### src/rtl/bnn_host_pkg.sv
// Shared types and constants for the serial SRAM host initiator.
package bnn_host_pkg;

    localparam int unsigned DATA_WIDTH = 32;
    localparam int unsigned INST_WIDTH = 16;
    localparam int unsigned ADDR_WIDTH = 13;

    // {SRAMCEN, SRAMWEN} pad encodings
    localparam logic [1:0] CW_SHIFT = 2'b11;
    localparam logic [1:0] CW_WRITE = 2'b00;
    localparam logic [1:0] CW_READ  = 2'b01;

    typedef enum logic [2:0] {
        ST_IDLE     = 3'd0,
        ST_W_SHIFT  = 3'd1,
        ST_W_COMMIT = 3'd2,
        ST_R_STROBE = 3'd3,
        ST_R_WAIT   = 3'd4,
        ST_R_SHIFT  = 3'd5,
        ST_R_DONE   = 3'd6
    } host_state_e;

endpackage

### src/rtl/host_shift_reg.sv
// Bidirectional shifter: shifts out at the selected-length MSB, shifts in at the LSB.
module host_shift_reg #(
    parameter int unsigned DATA_WIDTH = bnn_host_pkg::DATA_WIDTH,
    parameter int unsigned INST_WIDTH = bnn_host_pkg::INST_WIDTH
) (
    input  logic                  clk,
    input  logic                  rst_n,
    input  logic                  load_i,
    input  logic [DATA_WIDTH-1:0] load_data_i,
    input  logic                  shift_i,
    input  logic                  shift_in_i,
    input  logic                  len32_i,
    output logic                  msb_c_o,
    output logic [DATA_WIDTH-1:0] word_next_c_o
);

    logic [DATA_WIDTH-1:0] sr_q;
    logic [DATA_WIDTH-1:0] sr_d;
    logic [DATA_WIDTH-1:0] shifted_c;

    // Load has priority over shift
    always_comb begin
        shifted_c = {sr_q[DATA_WIDTH-2:0], shift_in_i};
        sr_d      = sr_q;
        if (load_i) begin
            sr_d = load_data_i;
        end else if (shift_i) begin
            sr_d = shifted_c;
        end
    end

    // Shift register storage
    always_ff @(posedge clk or negedge rst_n) begin
        if (!rst_n) begin
            sr_q <= '0;
        end else begin
            sr_q <= sr_d;
        end
    end

    assign msb_c_o       = len32_i ? sr_q[DATA_WIDTH-1] : sr_q[INST_WIDTH-1];
    // Word as it will look after the current shift-in, zero-extended for 16-bit words
    assign word_next_c_o = len32_i ? shifted_c : DATA_WIDTH'(shifted_c[INST_WIDTH-1:0]);

endmodule

### src/rtl/sram_serial_host.sv
// Serial SRAM load/readback initiator driving the BNN chip SRAM pads.
module sram_serial_host
    import bnn_host_pkg::*;
#(
    parameter int unsigned ADDR_WIDTH = bnn_host_pkg::ADDR_WIDTH,
    parameter int unsigned DATA_WIDTH = bnn_host_pkg::DATA_WIDTH,
    parameter int unsigned INST_WIDTH = bnn_host_pkg::INST_WIDTH,
    parameter int unsigned READ_LAT   = 1
) (
    input  logic                  clk,
    input  logic                  rst_n,
    input  logic                  cmd_valid_i,
    output logic                  cmd_ready_o,
    input  logic                  cmd_write_i,
    input  logic                  cmd_mux_i,
    input  logic [ADDR_WIDTH-1:0] cmd_addr_i,
    input  logic [DATA_WIDTH-1:0] cmd_wdata_i,
    output logic                  rsp_valid_o,
    output logic [DATA_WIDTH-1:0] rsp_rdata_o,
    output logic                  busy_o,
    output logic                  sramsel_o,
    output logic [ADDR_WIDTH-1:0] srama_o,
    output logic                  srammux_o,
    output logic                  sramcen_o,
    output logic                  sramwen_o,
    output logic                  sramdin_o,
    input  logic                  sramdout_i
);

    localparam int unsigned CNT_W = $clog2(DATA_WIDTH);
    localparam int unsigned LAT_W = (READ_LAT > 1) ? $clog2(READ_LAT) : 1;

    host_state_e           state_q, state_d;
    logic [CNT_W-1:0]      cnt_q, cnt_d;
    logic [LAT_W-1:0]      lat_q, lat_d;
    logic                  mux_q, mux_d;
    logic [ADDR_WIDTH-1:0] addr_q, addr_d;
    logic [DATA_WIDTH-1:0] rdata_q, rdata_d;
    logic                  rsp_valid_q, rsp_valid_d;
    logic                  ready_q, ready_d;
    logic                  busy_q, busy_d;
    logic                  sel_q, sel_d;
    logic [1:0]            cw_q, cw_d;
    logic                  din_q, din_d;

    logic                  accept_c;
    logic                  sh_load;
    logic [DATA_WIDTH-1:0] sh_load_data;
    logic                  sh_shift;
    logic                  sh_msb_c;
    logic [DATA_WIDTH-1:0] sh_word_next_c;

    assign accept_c = cmd_valid_i & ready_q;

    host_shift_reg #(
        .DATA_WIDTH (DATA_WIDTH),
        .INST_WIDTH (INST_WIDTH)
    ) u_shift (
        .clk           (clk),
        .rst_n         (rst_n),
        .load_i        (sh_load),
        .load_data_i   (sh_load_data),
        .shift_i       (sh_shift),
        .shift_in_i    (sramdout_i),
        .len32_i       (mux_q),
        .msb_c_o       (sh_msb_c),
        .word_next_c_o (sh_word_next_c)
    );

    // Next-state, shifter control and registered pad values
    always_comb begin
        state_d      = state_q;
        cnt_d        = cnt_q;
        lat_d        = lat_q;
        mux_d        = mux_q;
        addr_d       = addr_q;
        rdata_d      = rdata_q;
        din_d        = 1'b0;
        sh_load      = 1'b0;
        sh_shift     = 1'b0;
        // Preload one position ahead: the first bit leaves via din_d at accept
        sh_load_data = cmd_write_i ? {cmd_wdata_i[DATA_WIDTH-2:0], 1'b0} : '0;

        case (state_q)
            ST_IDLE: begin
                if (accept_c) begin
                    mux_d   = cmd_mux_i;
                    addr_d  = cmd_addr_i;
                    cnt_d   = cmd_mux_i ? CNT_W'(DATA_WIDTH - 1) : CNT_W'(INST_WIDTH - 1);
                    sh_load = 1'b1;
                    if (cmd_write_i) begin
                        state_d = ST_W_SHIFT;
                        din_d   = cmd_mux_i ? cmd_wdata_i[DATA_WIDTH-1] : cmd_wdata_i[INST_WIDTH-1];
                    end else begin
                        state_d = ST_R_STROBE;
                    end
                end
            end
            ST_W_SHIFT: begin
                sh_shift = 1'b1;
                if (cnt_q == '0) begin
                    state_d = ST_W_COMMIT;
                end else begin
                    cnt_d = cnt_q - CNT_W'(1);
                    din_d = sh_msb_c;
                end
            end
            ST_W_COMMIT: begin
                state_d = ST_IDLE;
            end
            ST_R_STROBE: begin
                if (READ_LAT == 0) begin
                    state_d = ST_R_SHIFT;
                end else begin
                    state_d = ST_R_WAIT;
                    lat_d   = LAT_W'(READ_LAT - 1);
                end
            end
            ST_R_WAIT: begin
                if (lat_q == '0) begin
                    state_d = ST_R_SHIFT;
                end else begin
                    lat_d = lat_q - LAT_W'(1);
                end
            end
            ST_R_SHIFT: begin
                sh_shift = 1'b1;
                if (cnt_q == '0) begin
                    state_d = ST_R_DONE;
                    rdata_d = sh_word_next_c;
                end else begin
                    cnt_d = cnt_q - CNT_W'(1);
                end
            end
            ST_R_DONE: begin
                state_d = ST_IDLE;
            end
            default: begin
                state_d = ST_IDLE;
            end
        endcase

        sel_d       = (state_d != ST_IDLE);
        busy_d      = (state_d != ST_IDLE);
        ready_d     = (state_d == ST_IDLE);
        rsp_valid_d = (state_d == ST_R_DONE);
        if (state_d == ST_W_COMMIT) begin
            cw_d = CW_WRITE;
        end else if (state_d == ST_R_STROBE) begin
            cw_d = CW_READ;
        end else begin
            cw_d = CW_SHIFT;
        end
    end

    // State and pad registers; reset aborts any command in flight
    always_ff @(posedge clk or negedge rst_n) begin
        if (!rst_n) begin
            state_q     <= ST_IDLE;
            cnt_q       <= '0;
            lat_q       <= '0;
            mux_q       <= 1'b0;
            addr_q      <= '0;
            rdata_q     <= '0;
            rsp_valid_q <= 1'b0;
            ready_q     <= 1'b0;
            busy_q      <= 1'b0;
            sel_q       <= 1'b0;
            cw_q        <= CW_SHIFT;
            din_q       <= 1'b0;
        end else begin
            state_q     <= state_d;
            cnt_q       <= cnt_d;
            lat_q       <= lat_d;
            mux_q       <= mux_d;
            addr_q      <= addr_d;
            rdata_q     <= rdata_d;
            rsp_valid_q <= rsp_valid_d;
            ready_q     <= ready_d;
            busy_q      <= busy_d;
            sel_q       <= sel_d;
            cw_q        <= cw_d;
            din_q       <= din_d;
        end
    end

    assign cmd_ready_o = ready_q;
    assign rsp_valid_o = rsp_valid_q;
    assign rsp_rdata_o = rdata_q;
    assign busy_o      = busy_q;
    assign sramsel_o   = sel_q;
    assign srama_o     = addr_q;
    assign srammux_o   = mux_q;
    assign sramcen_o   = cw_q[1];
    assign sramwen_o   = cw_q[0];
    assign sramdin_o   = din_q;

endmodule
### config.mk
export PLATFORM = sky130hd
export DESIGN_NAME = sram_serial_host
export DESIGN_NICKNAME = d
export VERILOG_FILES = /design/src/rtl/bnn_host_pkg.sv /design/src/rtl/host_shift_reg.sv /design/src/rtl/sram_serial_host.sv
export SDC_FILE = /design/constraint.sdc
export NUM_CORES = 1
export LEC_CHECK = 0
export ABC_CLOCK_PERIOD_IN_PS = 1700
export BUFFER_PORTS_ARGS = -buffer_cell sky130_fd_sc_hd__buf_2
export CAP_MARGIN = 20
export CORE_MARGIN = 1.5
export CORE_UTILIZATION = 30
export CTS_CLUSTER_DIAMETER = 60
export DETAILED_ROUTE_END_ITERATION = 12
export RECOVER_POWER = 50
export SETUP_SLACK_MARGIN = 0.2
export SLEW_MARGIN = 20
export SYNTH_ARGS = -nofsm -noshare
export SYNTH_HDL_FRONTEND = slang
export SYNTH_SLANG_ARGS = --single-unit
### constraint.sdc
create_clock -name clk -period 1.7 [get_ports clk]
set_clock_uncertainty 0.1 [all_clocks]
set_input_delay 0.34 -clock clk [delete_from_list [all_inputs] [get_ports clk]]
set_output_delay 0.34 -clock clk [all_outputs]
set_load 0.03 [all_outputs]
==> results.txt, run 1 <==
----------------------------------------------------
[Flow run]
  Number of maximum-capacitance violations ... 0

[Worst setup path]
  Data required time at the worst endpoint ... 1.84 ns
  Slowest cell delay on critical path ... 0.40 ns
  Standard cell with the maximum stage delay on the critical path ... dfrtp_1
  Crit path cell chain ... buf_4 -> buf_4 -> nand4bb_4 -> nor2_4 -> buf_12 -> mux2_4
  Critical Setup Path Class ... reg -> reg
  Biggest fanout along the worst timing path ... 11
  Startpoint kind of the worst setup timing path ... flop
  Cell repeated most along the worst path ... buf_4
  Critical path endpoint category ... flop
  Critical path data arrival time ... 1.86 ns

[CTS]
  Clock network latency to the later pin of the worst-skew pair ... 0.35 ns
  Register clock-pin slew on the reported worst setup and hold paths ... 0.06 ns
  Clock root buffer master ... clkbuf_16
  Bufs on Longest Clock Path ... 2
  TritonCTS clock tree ... yes
  CTS sink cnt ... 92
  CTS buffer count ... 9
  Clock H-tree levels ... 3

[Placed design]
  Place WS ... -0.0713 ns
  GPL Wtd Cong ... 0.801
  Count of buffers from port buffering ... 103
  Hpwl dp ... 7.79 mm
  Instance count after placement with tap cells included ... 666

[Synthesis]
  Total of flip-flops plus latches after synthesis ... 92
  Mapped Cells ... 389
  Part of the Yosys area used for sequential elements ... 0.552
  Count of flip-flops with a built-in enable after synthesis ... 0
  Synthesis Warnings ... 0
  Avg Synthesized Cell Area ... 10.7 um^2
  Distinct cell type count of the synthesized netlist ... 38
  Syn nets ... 442
  Most used flip-flop cell after synthesis ... dfrtp_1
  Async S/R FF share, synth ... 1.00
  Area of the mapped netlist ... 0.00418 mm^2

[STA]
  RSZ-0062 raised after global routing ... true
  Final period demand of the worst path ... 1.73 ns
  Slew at the pin closest to its max-slew limit ... 0.757 ns
  Achievable clock frequency ... 579 MHz
  Total negative slack for setup checks ... -0.257 ns
  Number of hold-slack violations in the final timing report ... 0
  Number of failing setup endpoints in the final timing report ... 13
  Final Max Tran Viols ... 0
  Worst path setup slack after routing ... -0.0283 ns
  Worst slew slack as a fraction of its limit ... 0.495
  Part of the cycle the worst path needs ... 1.02

[Power and ir drop]
  Worst VDD drop ... 0.840 mV
  Leak ... 2.73 nW
  Power density over the cells ... 1880 mW/mm^2

[Finish]
  Fillcell total ... 1261
  Number of nets in the layout ... 573
  Number of non-filler instances in the completed layout ... 702
  Layout overhead on the synthesized area ... 42.0%
  Ratio of cells with drive above 1 in the final layout ... 0.484

[Floorplanning]
  Top-level port count ... 104
  Die Span Y ... 121 um
  Die span in x ... 121 um
  Die area ... 0.0146 mm^2
  Initial cell density of the core ... 0.312
  Std-Cell Rows ... 42
  Area of the core ... 0.0134 mm^2

[Global route]
  GRT Residual Overflow ... 0
  First-pass GRT wire length ... 18.7 mm
  Vias in the first global route ... 3558
  Maximum number of pins on one net before global-route repair ... 34
  Initial antenna violation count ... 1
  All-layer global routing usage ... 0.167

[Detailed routing]
  Total routed wirelength ... 12.1 mm
  Violation count after the first detailed-route iteration ... 237
  Count of antenna-violating nets left after detailed routing ... 0
  Router iterations before antenna repair ... 5
  WL/cell ... 17.2 um
  Routed via count ... 3641
  Post-detailed-route DRC marker count ... 0
  Via-to-Cell Ratio ... 5.19

[Worst hold path]
  Hold Crit Class ... in -> reg

[Status]
  Failing checks ... negative setup slack
  Result of the run ... finished with violations

----------------------------------------------------
[final timing paths]
path | depth (start not counted) | slack [ns] | end | from
setup / recovery | 6 | -0.03 | srama_o[12] | state_q[1]
hold / removal | 2 | 0.12 | srama_o[0] | cmd_addr_i[0]
setup reg to reg | 6 | -0.03 | srama_o[12] | state_q[1]
hold reg to reg | 1 | 0.40 | rsp_rdata_o[5] | rsp_rdata_o[5]
max in group asynchronous | 3 | 0.19 | srammux_o | rst_n
min in group asynchronous | 2 | 0.28 | srama_o[10] | rst_n
[power breakdown]
part	leakage (nW)	internal, mW	switching (mW)	total (mW)
Sequential	1.08	3.11	0.753	3.86
Clock	0.146	1.13	0.864	1.99
Combinational	1.50	2.25	3.04	5.29
Total	2.73	6.49	4.66	11.1
[synthesized netlist by cell type, types with 3 or more instances]
cell type / number / area share
mux2_4: 3 / 0.011
mux2i_1: 18 / 0.043
buf_4: 3 / 0.0054
o21ai_0: 37 / 0.044
mux2_2: 27 / 0.073
nor3_1: 35 / 0.042
buf_2: 14 / 0.017
a31oi_1: 32 / 0.048
inv_1: 22 / 0.020
dfrtp_1: 90 / 0.54
nand2_1: 22 / 0.020
nor2_1: 4 / 0.0036
nand3_1: 17 / 0.020
clkbuf_1: 16 / 0.014
nand4_1: 17 / 0.025
[placed cells by master, fill, tap and decap left out, types with 3 or more instances in the layout]
cell type / synthesis / layout
o21ai_2: 0 / 24
mux2_2: 27 / 14
nand3_1: 17 / 14
clkbuf_1: 16 / 7
mux2i_1: 18 / 18
nand2_1: 22 / 19
clkinv_2: 0 / 5
buf_6: 2 / 14
nand3_2: 1 / 4
dfrtp_2: 0 / 3
buf_2: 14 / 95
clkbuf_16: 0 / 10
buf_12: 0 / 6
mux2_4: 3 / 16
nor3_1: 35 / 27
nor2_1: 4 / 4
buf_4: 3 / 29
a31oi_1: 32 / 32
o21ai_1: 0 / 12
dfrtp_1: 90 / 87
nand4_1: 17 / 17
inv_1: 22 / 20
nor3_2: 0 / 7
[critical path, delay by kind of cell (launching register included)]
family                 cells  cell delay [ns]
and+or+nand+nor            2             0.37
DFF                        1             0.40
muxes                      1             0.30
buffers and inverters      3             0.44
[repair_timing]
item | CTS | global route
resized for setup | 38 | 93
hold buffers | 1 | 0
cloned | 4 | 1
endpoints found under the hold margin | 11 | 0
buffers inserted | 7 | 6
pin swaps | 11 | 14
setup endpoints to repair | 90 | 90
[registers in the layout, indices dropped and copies added (netlist names)]
signal,cells
cmd_ready_o,1
cnt_q,5
cw_q,2
rsp_rdata_o,32
rsp_valid_o,1
srama_o,13
sramdin_o,1
srammux_o,1
sramsel_o,1
state_q,3
u_shift.sr_q,32
[final cells by class]
class | instances | area (um^2) | share of cell area
Timing Repair Buffer | 157 | 1100 | 0.185
Antenna cell | 1 | 2.50 | 0.000422
Clock buffer | 10 | 229 | 0.0386
Inverter | 22 | 82.6 | 0.0139
Sequential cell | 92 | 2310 | 0.389
Tap cell | 176 | 220 | 0.0371
Clock inverter | 6 | 55.1 | 0.00928
Multi-Input combinational cell | 238 | 1940 | 0.327
[cell families (layout without fill, tap and decap cells)]
family / after synthesis / in the layout / synth area share
and+or+nand+nor: 110 / 110 / 0.144
DFF: 92 / 92 / 0.552
AOI/OAI and AO/OA: 78 / 78 / 0.108
buffers and inverters: 59 / 195 / 0.0635
muxes: 48 / 48 / 0.127
adders and majority gates: 2 / 2 / 0.00599
other: 0 / 1 / 0
[stage by stage]
step / hold slack, ns / util / instance area, um^2 / power (mW)
2_1_floorplan: -0.0556 / - / 4220 / 6.59
3_3_place_gp: 0.124 / 0.381 / 5110 / 7.97
3_5_place_dp: 0.131 / 0.381 / 5110 / 8.08
4_1_cts: 0.104 / 0.419 / 5610 / 10.4
5_1_grt: 0.105 / 0.442 / 5930 / 11.8
6_report: 0.118 / 0.443 / 5930 / 11.1
[metal layers]
metal | track usage | vias up | share of wire
li1 | - | 1679 | -
met1 | 0.219 | 1788 | 0.44
met2 | 0.261 | 147 | 0.48
met3 | 0.0385 | 27 | 0.060
met4 | 0.0801 | 0 | 0.025
met5 | 0 | - | 0
Power figures use the tool's default switching activity.
==> run 2: changes to the inputs <==
--- a/config.mk
+++ b/config.mk
@@ -12,7 +12,8 @@
 export CORE_UTILIZATION = 30
 export CTS_CLUSTER_DIAMETER = 60
 export DETAILED_ROUTE_END_ITERATION = 12
-export RECOVER_POWER = 50
+export GPL_TIMING_DRIVEN = 1
+export RECOVER_POWER = 25
 export SETUP_SLACK_MARGIN = 0.2
 export SLEW_MARGIN = 20
 export SYNTH_ARGS = -nofsm -noshare
==> run 2 against run 1 <==
Net effect:
- the flow still finishes with violations (negative setup slack)
- critical path depth unchanged
- core utilization is 0.075 points higher
- total power is essentially flat
- largest cell class unchanged
==> results.txt, run 2 (same netlist as run 1, synthesis figures left out) <==
----------------------------------------------------
[Worst setup path]
  Worst-case reg-to-reg path depth ... 6
  Critical Setup Path Class ... reg -> reg
  Launch point of the worst reg-to-reg path ... state_q[1]
  Critical path data arrival time ... 1.86 ns
  FF-to-FF setup slack ... -0.03 ns
  Capturing point of the worst reg2reg path ... srama_o[12]
  Critical path endpoint category ... flop
  Data required time at the worst endpoint ... 1.84 ns
  Startpoint kind of the worst setup timing path ... flop
  Biggest fanout along the worst timing path ... 11

[CTS]
  Register clock-pin slew on the reported worst setup and hold paths ... 0.06 ns
  Clock H-tree levels ... 3
  TritonCTS clock tree ... yes
  CTS buffer count ... 9
  CTS sink cnt ... 92
  Clock network latency to the later pin of the worst-skew pair ... 0.35 ns
  Clock root buffer master ... clkbuf_16
  Bufs on Longest Clock Path ... 2

[STA]
  Number of failing setup endpoints in the final timing report ... 13
  RSZ-0062 raised after global routing ... true
  Achievable clock frequency ... 579 MHz
  Part of the cycle the worst path needs ... 1.02
  Worst path setup slack after routing ... -0.0277 ns
  Final Max Tran Viols ... 0
  Final period demand of the worst path ... 1.73 ns
  Minimum hold slack ... 0.118 ns
  Worst slew slack as a fraction of its limit ... 0.495
  Number of hold-slack violations in the final timing report ... 0
  Slew at the pin closest to its max-slew limit ... 0.757 ns

[Placed design]
  Placement Cell Area ... 0.00511 mm^2
  Count of buffers from port buffering ... 103
  Hpwl dp ... 7.79 mm
  GPL Wtd Cong ... 0.801
  Place WS ... -0.0713 ns

[Worst hold path]
  Hold Crit Class ... in -> reg
  Worst hold path endpoint ... srama_o[0]
  Number of cells on the worst hold path ... 2
  Hold wc startpoint ... cmd_addr_i[0]

[Global route]
  Vias in the first global route ... 3558
  All-layer global routing usage ... 0.167
  Initial antenna violation count ... 1
  First-pass GRT wire length ... 18.7 mm
  GRT Residual Overflow ... 0
  Maximum number of pins on one net before global-route repair ... 34

[Finish]
  Number of nets in the layout ... 573
  Final Util ... 0.443
  Most used cells in the layout excluding fill and tap cells ... buf_2 (101), dfrtp_1 (87), a31oi_1 (32)
  Commonest non-fill, non-tap cell in the layout ... buf_2
  Layout overhead on the synthesized area ... 42.3%
  Fillcell total ... 1254
  Final cell area excluding filler cells ... 0.00594 mm^2
  Ratio of cells with drive above 1 in the final layout ... 0.495

[Floorplanning]
  Die Span Y ... 121 um
  Top-level port count ... 104
  Die span in x ... 121 um
  Initial cell density of the core ... 0.312
  Die area ... 0.0146 mm^2
  Std-Cell Rows ... 42
  Area of the core ... 0.0134 mm^2

[Detailed routing]
  Violation count after the first detailed-route iteration ... 214
  Total routed wirelength ... 12.0 mm
  WL/cell ... 17.1 um
  Via-to-Cell Ratio ... 5.15
  Routed via count ... 3618
  Post-detailed-route DRC marker count ... 0
  Router iterations before antenna repair ... 4
  Count of antenna-violating nets left after detailed routing ... 0

[Power and ir drop]
  Leak ... 2.75 nW
  Worst VDD drop ... 0.840 mV
  Power density over the cells ... 1870 mW/mm^2

[Flow run]
  Number of maximum-capacitance violations ... 0

[Status]
  Failing checks ... negative setup slack
  Result of the run ... finished with violations

----------------------------------------------------
## run 2: cell count changes in the layout (fill, tap and decap cells not counted), sizes merged
cell | before | now
buf | 147 | 154
clkbuf | 19 | 12
## run 2: worst max-delay path by stage
stage | start | end | slack, ns | cells past startpoint
2_1_floorplan | cnt_q[0] | rsp_rdata_o[13] | 0.02 | 6
3_3_place_gp | cnt_q[1] | cw_q[0] | -0.04 | 4
3_5_place_dp | cnt_q[1] | cw_q[0] | -0.07 | 4
4_1_cts | cnt_q[0] | rsp_rdata_o[14] | 0.001 | 6
5_1_grt | state_q[1] | cnt_q[4] | -0.09 | 6
6_report | state_q[1] | srama_o[12] | -0.03 | 6
## run 2: metal layers
layer / vias up / share of wire / GRT usage
met5: - / 0 / 0
met1: 1783 / 0.43 / 0.219
met2: 133 / 0.48 / 0.261
met3: 25 / 0.059 / 0.0385
li1: 1677 / - / -
met4: 0 / 0.024 / 0.0801
## run 2: cell type report
type,count,area (um^2),area share
flip-flops and latches,92,2310,0.389
well taps,176,220,0.0371
repair buffers,157,1110,0.186
inverters,22,82.6,0.0139
clock inverters,6,55.1,0.00927
clock buffers,10,229,0.0385
diodes,1,2.50,0.000421
multi-input cells,238,1940,0.326
## run 2: per-stage QoR
stage / std cells / total power, mW / setup TNS, ns
after global placement: 666 / 7.97 / -0.126
final: 702 / 11.1 / -0.253
after floorplan: 389 / 6.59 / 0
after CTS: 694 / 10.4 / 0
after global routing: 701 / 11.8 / -1.80
after detailed placement: 666 / 8.08 / -1.01
## run 2: what timing repair did
action / in CTS / in global routing
setup endpoints to repair: 90 / 90
endpoints found under the hold margin: 11 / 0
cloned: 4 / 1
hold buffers: 1 / 0
gates resized for setup: 38 / 93
buffers inserted: 7 / 6
pin swaps: 11 / 14
## run 2: where the power goes
group | switching [mW] | total, mW | internal, mW
registers | 0.750 | 3.86 | 3.11
clock network | 0.861 | 1.99 | 1.13
logic | 3.03 | 5.29 | 2.26
total | 4.64 | 11.1 | 6.50
## run 2: critical path, cell delays in order (launching register included)
cell	delay (ns)
dfrtp_1	0.40
buf_4	0.15
buf_4	0.13
nand4bb_4	0.21
nor2_4	0.16
buf_12	0.16
mux2_4	0.30
